$ cat src/rtl/cheat_pkg.sv
// cheat_pkg: shared constants and state type for the cheat-code loader.
//   CODE_WIDTH     - code word width; [127:0] record, [128] load strobe
//   BYTES_PER_CODE - bytes per cheat record (byte 0 is the LSB)
//   MAX_CODES      - cheat engine capacity; further records are dropped
//   COUNT_WIDTH    - width of the delivered-record counter
//   state_t        - loader FSM states
package cheat_pkg;

  localparam int unsigned CODE_WIDTH     = 129;
  localparam int unsigned BYTES_PER_CODE = 16;
  localparam int unsigned MAX_CODES      = 16;
  localparam int unsigned COUNT_WIDTH    = 5;

  localparam int unsigned STROBE_BIT = CODE_WIDTH - 1;
  localparam int unsigned REC_WIDTH  = BYTES_PER_CODE * 8;
  localparam int unsigned IDX_WIDTH  = $clog2(BYTES_PER_CODE);

  typedef enum logic [1:0] {
    IDLE,
    CLEAR,
    COLLECT,
    EMIT
  } state_t;

endpackage

$ cat src/rtl/cheat_loader.sv
// cheat_loader: packs a host cheat-file byte stream into code words for the
// cheat engine.
//   clk, reset_n  - clock, asynchronous active-low reset
//   dl_active     - download window open
//   dl_wr/dl_data - one download byte per cycle while dl_wr is high
//   code          - [127:0] last delivered record, [128] one-cycle load strobe
//   codes_clear   - one-cycle pulse at the start of every download
//   code_count    - records delivered in the current download (saturating)
//   overflow      - sticky: a full record arrived with the engine already full
//   trunc_err     - sticky: download ended partway through a record
//   busy          - FSM is not idle
module cheat_loader
  import cheat_pkg::*;
(
  input  logic                   clk,
  input  logic                   reset_n,
  input  logic                   dl_active,
  input  logic                   dl_wr,
  input  logic [7:0]             dl_data,
  output logic [CODE_WIDTH-1:0]  code,
  output logic                   codes_clear,
  output logic [COUNT_WIDTH-1:0] code_count,
  output logic                   overflow,
  output logic                   trunc_err,
  output logic                   busy
);

  localparam logic [IDX_WIDTH-1:0] LAST_IDX = IDX_WIDTH'(BYTES_PER_CODE - 1);

  state_t               state;
  logic [IDX_WIDTH-1:0] idx;
  logic [REC_WIDTH-1:0] asm_reg;
  logic [REC_WIDTH-1:0] rec_next;
  logic                 byte_ok;
  logic                 can_store;

  assign byte_ok   = dl_active & dl_wr;
  assign can_store = (code_count < COUNT_WIDTH'(MAX_CODES));

  // Assembly register with the incoming byte merged into its lane, so the final
  // byte of a record can be delivered on the same edge that accepts it.
  always_comb begin
    rec_next = asm_reg;
    rec_next[{idx, 3'b000} +: 8] = dl_data;
  end

  // Outputs are updated on the edge that enters a state, so codes_clear is
  // visible during the CLEAR cycle and the load strobe during the EMIT cycle.
  always_ff @(posedge clk or negedge reset_n) begin
    if (!reset_n) begin
      state       <= IDLE;
      idx         <= '0;
      asm_reg     <= '0;
      code        <= '0;
      codes_clear <= 1'b0;
      code_count  <= '0;
      overflow    <= 1'b0;
      trunc_err   <= 1'b0;
      busy        <= 1'b0;
    end else begin
      codes_clear      <= 1'b0;
      code[STROBE_BIT] <= 1'b0;
      unique case (state)
        IDLE: begin
          if (dl_active) begin
            state       <= CLEAR;
            busy        <= 1'b1;
            codes_clear <= 1'b1;
            code_count  <= '0;
            overflow    <= 1'b0;
            trunc_err   <= 1'b0;
            idx         <= '0;
          end
        end
        CLEAR: begin
          state <= COLLECT;
          if (byte_ok) begin
            asm_reg <= rec_next;
            idx     <= idx + 1'b1;
          end
        end
        COLLECT: begin
          if (!dl_active) begin
            if (idx != '0) begin
              trunc_err <= 1'b1;
            end
            idx   <= '0;
            state <= IDLE;
            busy  <= 1'b0;
          end else if (dl_wr) begin
            asm_reg <= rec_next;
            if (idx == LAST_IDX) begin
              idx   <= '0;
              state <= EMIT;
              if (can_store) begin
                code       <= {1'b1, rec_next};
                code_count <= code_count + 1'b1;
              end else begin
                overflow <= 1'b1;
              end
            end else begin
              idx <= idx + 1'b1;
            end
          end
        end
        EMIT: begin
          // idx is already 0 here, so a byte in this cycle starts the next record.
          if (dl_active) begin
            state <= COLLECT;
            if (dl_wr) begin
              asm_reg <= rec_next;
              idx     <= idx + 1'b1;
            end
          end else begin
            state <= IDLE;
            busy  <= 1'b0;
          end
        end
        default: state <= IDLE;
      endcase
    end
  end

endmodule
$ cat config.mk
export PLATFORM = sky130hd
export DESIGN_NAME = cheat_loader
export DESIGN_NICKNAME = d
export VERILOG_FILES = /design/src/rtl/cheat_pkg.sv /design/src/rtl/cheat_loader.sv
export SDC_FILE = /design/constraint.sdc
export NUM_CORES = 1
export LEC_CHECK = 0
export CAP_MARGIN = 40
export CORE_MARGIN = 2
export CORE_UTILIZATION = 61
export CTS_BUF_LIST = sky130_fd_sc_hd__clkbuf_4
export DETAILED_ROUTE_END_ITERATION = 16
export GPL_ROUTABILITY_DRIVEN = 0
export PLACE_DENSITY = 0.87
export SLEW_MARGIN = 40
export SYNTH_ARGS = -nofsm -noshare
export SYNTH_HDL_FRONTEND = slang
export SYNTH_SLANG_ARGS = --single-unit
$ cat constraint.sdc
create_clock -name clk -period 8.4 [get_ports clk]
set_input_delay 1.26 -clock clk [delete_from_list [all_inputs] [get_ports clk]]
set_output_delay 1.26 -clock clk [all_outputs]
set_load 0.03 [all_outputs]
# Yosys cells after proc, flatten, opt, wreduce, memory -nomap -nowiden
# Cells that the tools add are included.
[totals] register_bits=272 input_bits=12 out_inout_bits=138 elab_cells=95
[classes] add_sub_neg=3 magnitude_cmp=1 n_eq_ne=20 n_shift=2 muxes=44 bitwise=1 n_reduce_logical=14
[op_table] operator="129-bit two-way mux" count=5
[op_table] operator="128-bit two-way mux" count=3
[op_table] operator="128-bit case mux with 2 select lines" count=1
[op_table] operator="128-bit bitwise mux" count=1
[op_table] operator="8-bit by 9-bit variable shift with 128-bit output (first input constant)" count=1
[op_table] operator="8-bit by 9-bit variable part select with 128-bit output" count=1
[op_table] operator="4-bit two-way mux" count=7
[op_table] operator="5-bit two-way mux" count=5
[op_table] operator="2-bit != test (second input constant)" count=12
[op_table] operator="4-bit case mux with 4 select lines" count=1
[op_table] operator="6-bit AND reduction" count=2
[op_table] operator="1-bit two-way mux" count=11
[op_table] operator="2-bit two-way mux" count=5
[op_table] operator="5-bit case mux with 2 select lines" count=1
[op_table] operator="5-bit AND reduction" count=2
[op_table] operator="7-bit negation with 9-bit output" count=1
[op_table] operator="2-bit case mux with 4 select lines" count=1
[op_table] operator="4-bit AND reduction" count=2
[op_table] operator="3-bit != test (second input constant)" count=2
[op_table] operator="1-bit case mux with 2 select lines" count=3
[op_table] operator="3-bit AND reduction" count=2
[op_table] operator="2-bit nonzero test" count=3
[op_table] operator="5-bit by 1-bit adder with 5-bit output (second input constant)" count=1
[op_table] operator="5-bit less-than comparator (second input constant)" count=1
[op_table] operator="other kinds (9)" count=11

# Depth between registers and ports, before layout
[logic_depth] word_depth=8 ltp_mapped=11 depth_no_buf=6

# Worst setup path after synthesis
# Ideal clock, no wire load.
[synth_path] kind="reg2reg" start="reg idx[0]" end="reg asm_reg[56]" setup_time_ns=0.125 arrival_ns=2.532 required_ns=8.275 setup_slack_ns=5.743 path_stages_with_launch=10 path_buffers=3 period_less_slack_ns=2.657 path_cell_list="dfrtp_1 -> buf_2 -> clkbuf_1 -> inv_1 -> ha_1 -> buf_4 -> or3b_1 -> o41a_1 -> nor2_4 -> mux2_2"
[synth_between] elab_chain_cells=6 elab_cells_between_ends=8 cone_classes="1 x add/sub; 2 x shift; 5 x mux"
[synth_rtl] item="start: declaration" line_no="cheat_loader.sv:31" text="logic [IDX_WIDTH-1:0] idx;"
[synth_rtl] item="start signal: assignment" line_no="cheat_loader.sv:79" text="idx <= idx + 1'b1;"
[synth_rtl] item="start signal: assignment" line_no="cheat_loader.sv:102" text="idx <= idx + 1'b1;"
[synth_rtl] item="start signal: assignment" line_no="cheat_loader.sv:112" text="idx <= idx + 1'b1;"
[synth_rtl] item="7-bit negation with 9-bit output *" line_no="cheat_loader.sv:44" text="rec_next[{idx, 3'b000} +: 8] = dl_data;"
[synth_rtl] item="8-bit by 9-bit variable part select with 128-bit output / 8-bit by 9-bit variable shift with 128-bit output (equally long branches)" line_no="cheat_loader.sv:44"
[synth_rtl] item="128-bit bitwise mux *" line_no="cheat_loader.sv:44"
[synth_rtl] item="128-bit two-way mux" line_no="cheat_loader.sv:90, cheat_loader.sv:110"
[synth_rtl] item="128-bit two-way mux" line_no="cheat_loader.sv:108" text="if (dl_active) begin"
[synth_rtl] item="128-bit case mux with 2 select lines *" line_no="cheat_loader.sv:63" text="unique case (state)"
[synth_rtl] item="end signal: assignment" line_no="cheat_loader.sv:78" text="asm_reg <= rec_next;"
[synth_rtl] item="end signal: assignment" line_no="cheat_loader.sv:91" text="asm_reg <= rec_next;"
[synth_rtl] item="end signal: assignment" line_no="cheat_loader.sv:111" text="asm_reg <= rec_next;"
[synth_rtl] item="end: declaration" line_no="cheat_loader.sv:32" text="logic [REC_WIDTH-1:0] asm_reg;"
# Mark *: on every way between the ends. The rest lies on a longest branch, timed or not. The select of a mux whose other input is x is not followed.
# A chain may end at the register's enable or synchronous reset.

# Worst setup path after layout
[layout_path] start="reg idx[0]" end="reg asm_reg[115]"
# Same word-level chain as after synthesis.

==> impl_metrics.ini <==
[clocking]
clock-sinks = 272
cts_buffer_depth = 3
htree_levels = 3
post-cts-setup-buffers = 0
clkLatencyLatePin_ns = 0.67
path_clk_slew_ns = 0.07
cts_resized = 0
holdBufCountCts = 0
clockRootBuffer = clkbuf_4
numCtsBuffers = 71
cts_tree = built

[sta]
tns_ns = 0
clock_skew_ns = 0.0513
setup_viol = 0
rsz0062_at_grt = false
tightestPinTransition_ns = 0.808
slew_headroom_pct = 46.0
fin_crit_sh_pct = 42.0
slew_viol_final = 0
hold_viol = 0
fmax_ghz = 0.283
setup_ws_ns = 4.87
period_needed_ns = 3.53

[global_routing]
antenna_found_initial = 1
grt_max_degree = 105
grt_overflow_total = 0
groute.usage.overall_pct = 27.8
first_global_vias = 8671
grt_pass1_wl_um = 44600

[yosys]
synth_common_cells = dfrtp_1 (272), nand2_1 (237), mux2_2 (128)
synth.ff_latch_count = 272
synth_ff_type = dfrtp_1
yosysTopAreaCell = dfrtp_1
ys.warnings.count = 0
synth_area_um2 = 11800
synth.top_cell.area_share_pct = 57.6
ys_top_cells_by_area = dfrtp_1 (58%), mux2_2 (12%), nand2_1 (7.5%)
synth-edff-count = 0
synthDistinctLibCells = 66
syn_nets = 1063
synth_area_per_cell_um2 = 11.3
synth.most_common_cell = dfrtp_1
syn_inst = 1046
async_reset_ff_share_pct = 100
yosysSeqAreaShare_pct = 57.6

[worst_setup_path]
cp.required_ns = 8.92
ff2ff_path_depth = 6
ff2ff_setup_slack_ns = 4.87
crit_start = idx[0]
cp.arrival_ns = 4.05
startpoint_type = flop
critical_path.endpoint_type = flop
cp_max_fo = 25
r2r-end = asm_reg[115]
r2r_start = idx[0]
critPathKind = reg2reg
critPathCapture = asm_reg[115]

[detailed_routing]
drtIter0Drc = 701
drtPass1Iterations = 5
post-route-drc-count = 0
top_layer = met4
dr_wl_met3_um = 2020
finalWirelength_um = 27900
met1_length_um = 11900
via_count = 8826
via_per_inst = 5.78
dr_wl_met2_um = 13300
antenna_left = 0
wire_per_inst_um = 18.3

[floorplan]
initial_core_util_pct = 62.7
num_rows = 50
num_io_pins = 150
die_area_um2 = 20500
die_x_um = 143
core-area_um2 = 18800
dieHeight_um = 143

[final_layout]
syn_to_final_growth_pct = 21.8
nets = 1234
largest_reg_flops = 129
layoutNonFillerInstCount = 1528
design_area_um2 = 14400
drive_gt1_share_pct = 22.5

[placement]
io_buffer_count = 149
place_ws_ns = 4.46
place_inst = 1403
dpl_cell_area_um2 = 13500
dpl.hpwl_um = 17300

[pwr]
irDropWorstVdd_v = 0.000182
power_density_nw_per_um2 = 208
leakagePower_nw = 7.13

[outcome]
outcome = finished, final reports clean

[min_path]
hold_class = reg2reg

[run]
cap_viol_max_count = 0
## metal layers
layer | up-vias | global-route usage (%)
met1 | 4409 | 38.6
met4 | 0 | 9.80
met2 | 371 | 44.4
li1 | 3985 | -
met5 | - | 0
met3 | 61 | 5.30
## worst min path at each step
| stage | slack [ns] | from | end | depth (start not counted) |
|---|---|---|---|---|
| after global placement | 0.45 | asm_reg[32] | code[32] | 2 |
| after global routing | 0.48 | code[61] | code[61] | 2 |
| final | 0.47 | code[61] | code[61] | 2 |
| after floorplan | 0.44 | asm_reg[57] | code[57] | 2 |
| after CTS | 0.46 | asm_reg[50] | code[50] | 2 |
| after detailed placement | 0.45 | code[28] | code[28] | 2 |
## where the power goes
part / total (W) / switching [W] / internal (W)
combinational: 0.000471 / 0.000305 / 0.000166
sequential: 0.00142 / 0.0000616 / 0.00136
clock: 0.00110 / 0.000526 / 0.000571
total: 0.00299 / 0.000892 / 0.00210
## critical path: stages (launching register included)
cell      delay [ns]
dfrtp_1         0.84
inv_1           0.18
ha_1            0.66
nand2b_1        0.24
a211oi_4        0.62
and2_1          0.46
mux2_2          0.38
## per-stage QoR
step	power (W)	hold WS [ns]	utilization, %
floorplan	0.00177	0.439	-
global placement	0.00189	0.448	71.4
detailed placement	0.00191	0.455	71.6
CTS	0.00301	0.461	76.2
global route	0.00313	0.484	76.4
finish	0.00299	0.465	76.4
## cell families after synthesis
group	after synthesis	synth area share (%)
XOR/XNOR	5	0.530
AO/OA/AOI/OAI	118	6.63
buffers and inverters	70	2.71
adder cells (fa/ha/maj)	5	0.530
flip-flops	272	57.6
AND/OR/NAND/NOR	414	16.9
multiplexers	162	15.1
## area by class of cell
| type | instances | area (um^2) |
|---|---|---|
| Multi-Input combinational cell | 704 | 4730 |
| Inverter | 6 | 22.5 |
| Tap cell | 260 | 325 |
| Clock inverter | 18 | 67.6 |
| Fill cell | 1215 | 4440 |
| Sequential cell | 272 | 6810 |
| Antenna cell | 1 | 2.50 |
| Clock buffer | 105 | 788 |
| Timing Repair Buffer | 162 | 1650 |
## cells in the final DEF (no fill, tap or decap), types with 3 or more instances in the layout
cell	netlist	layout
dfrtp_1	272	270
nand2_1	237	237
clkdlybuf4s50_1	0	147
mux2_2	128	128
clkbuf_4	0	105
nor2_1	44	43
nand3_1	37	37
o21ai_0	37	37
mux2i_1	32	32
a21oi_1	23	23
and2_1	19	19
o211ai_1	18	18
a31oi_1	17	17
and3_1	15	15
clkinv_1	0	14
nand4_1	10	10
buf_4	5	9
or4b_1	8	8
inv_1	6	6
nand2b_1	5	5
ha_1	5	5
nor2_4	3	4
inv_2	0	4
o211a_1	3	3
xor2_1	3	3
a22o_1	3	3
nor3_4	3	3
nor3_1	3	3
No activity file was read; power rests on OpenSTA's default activity.
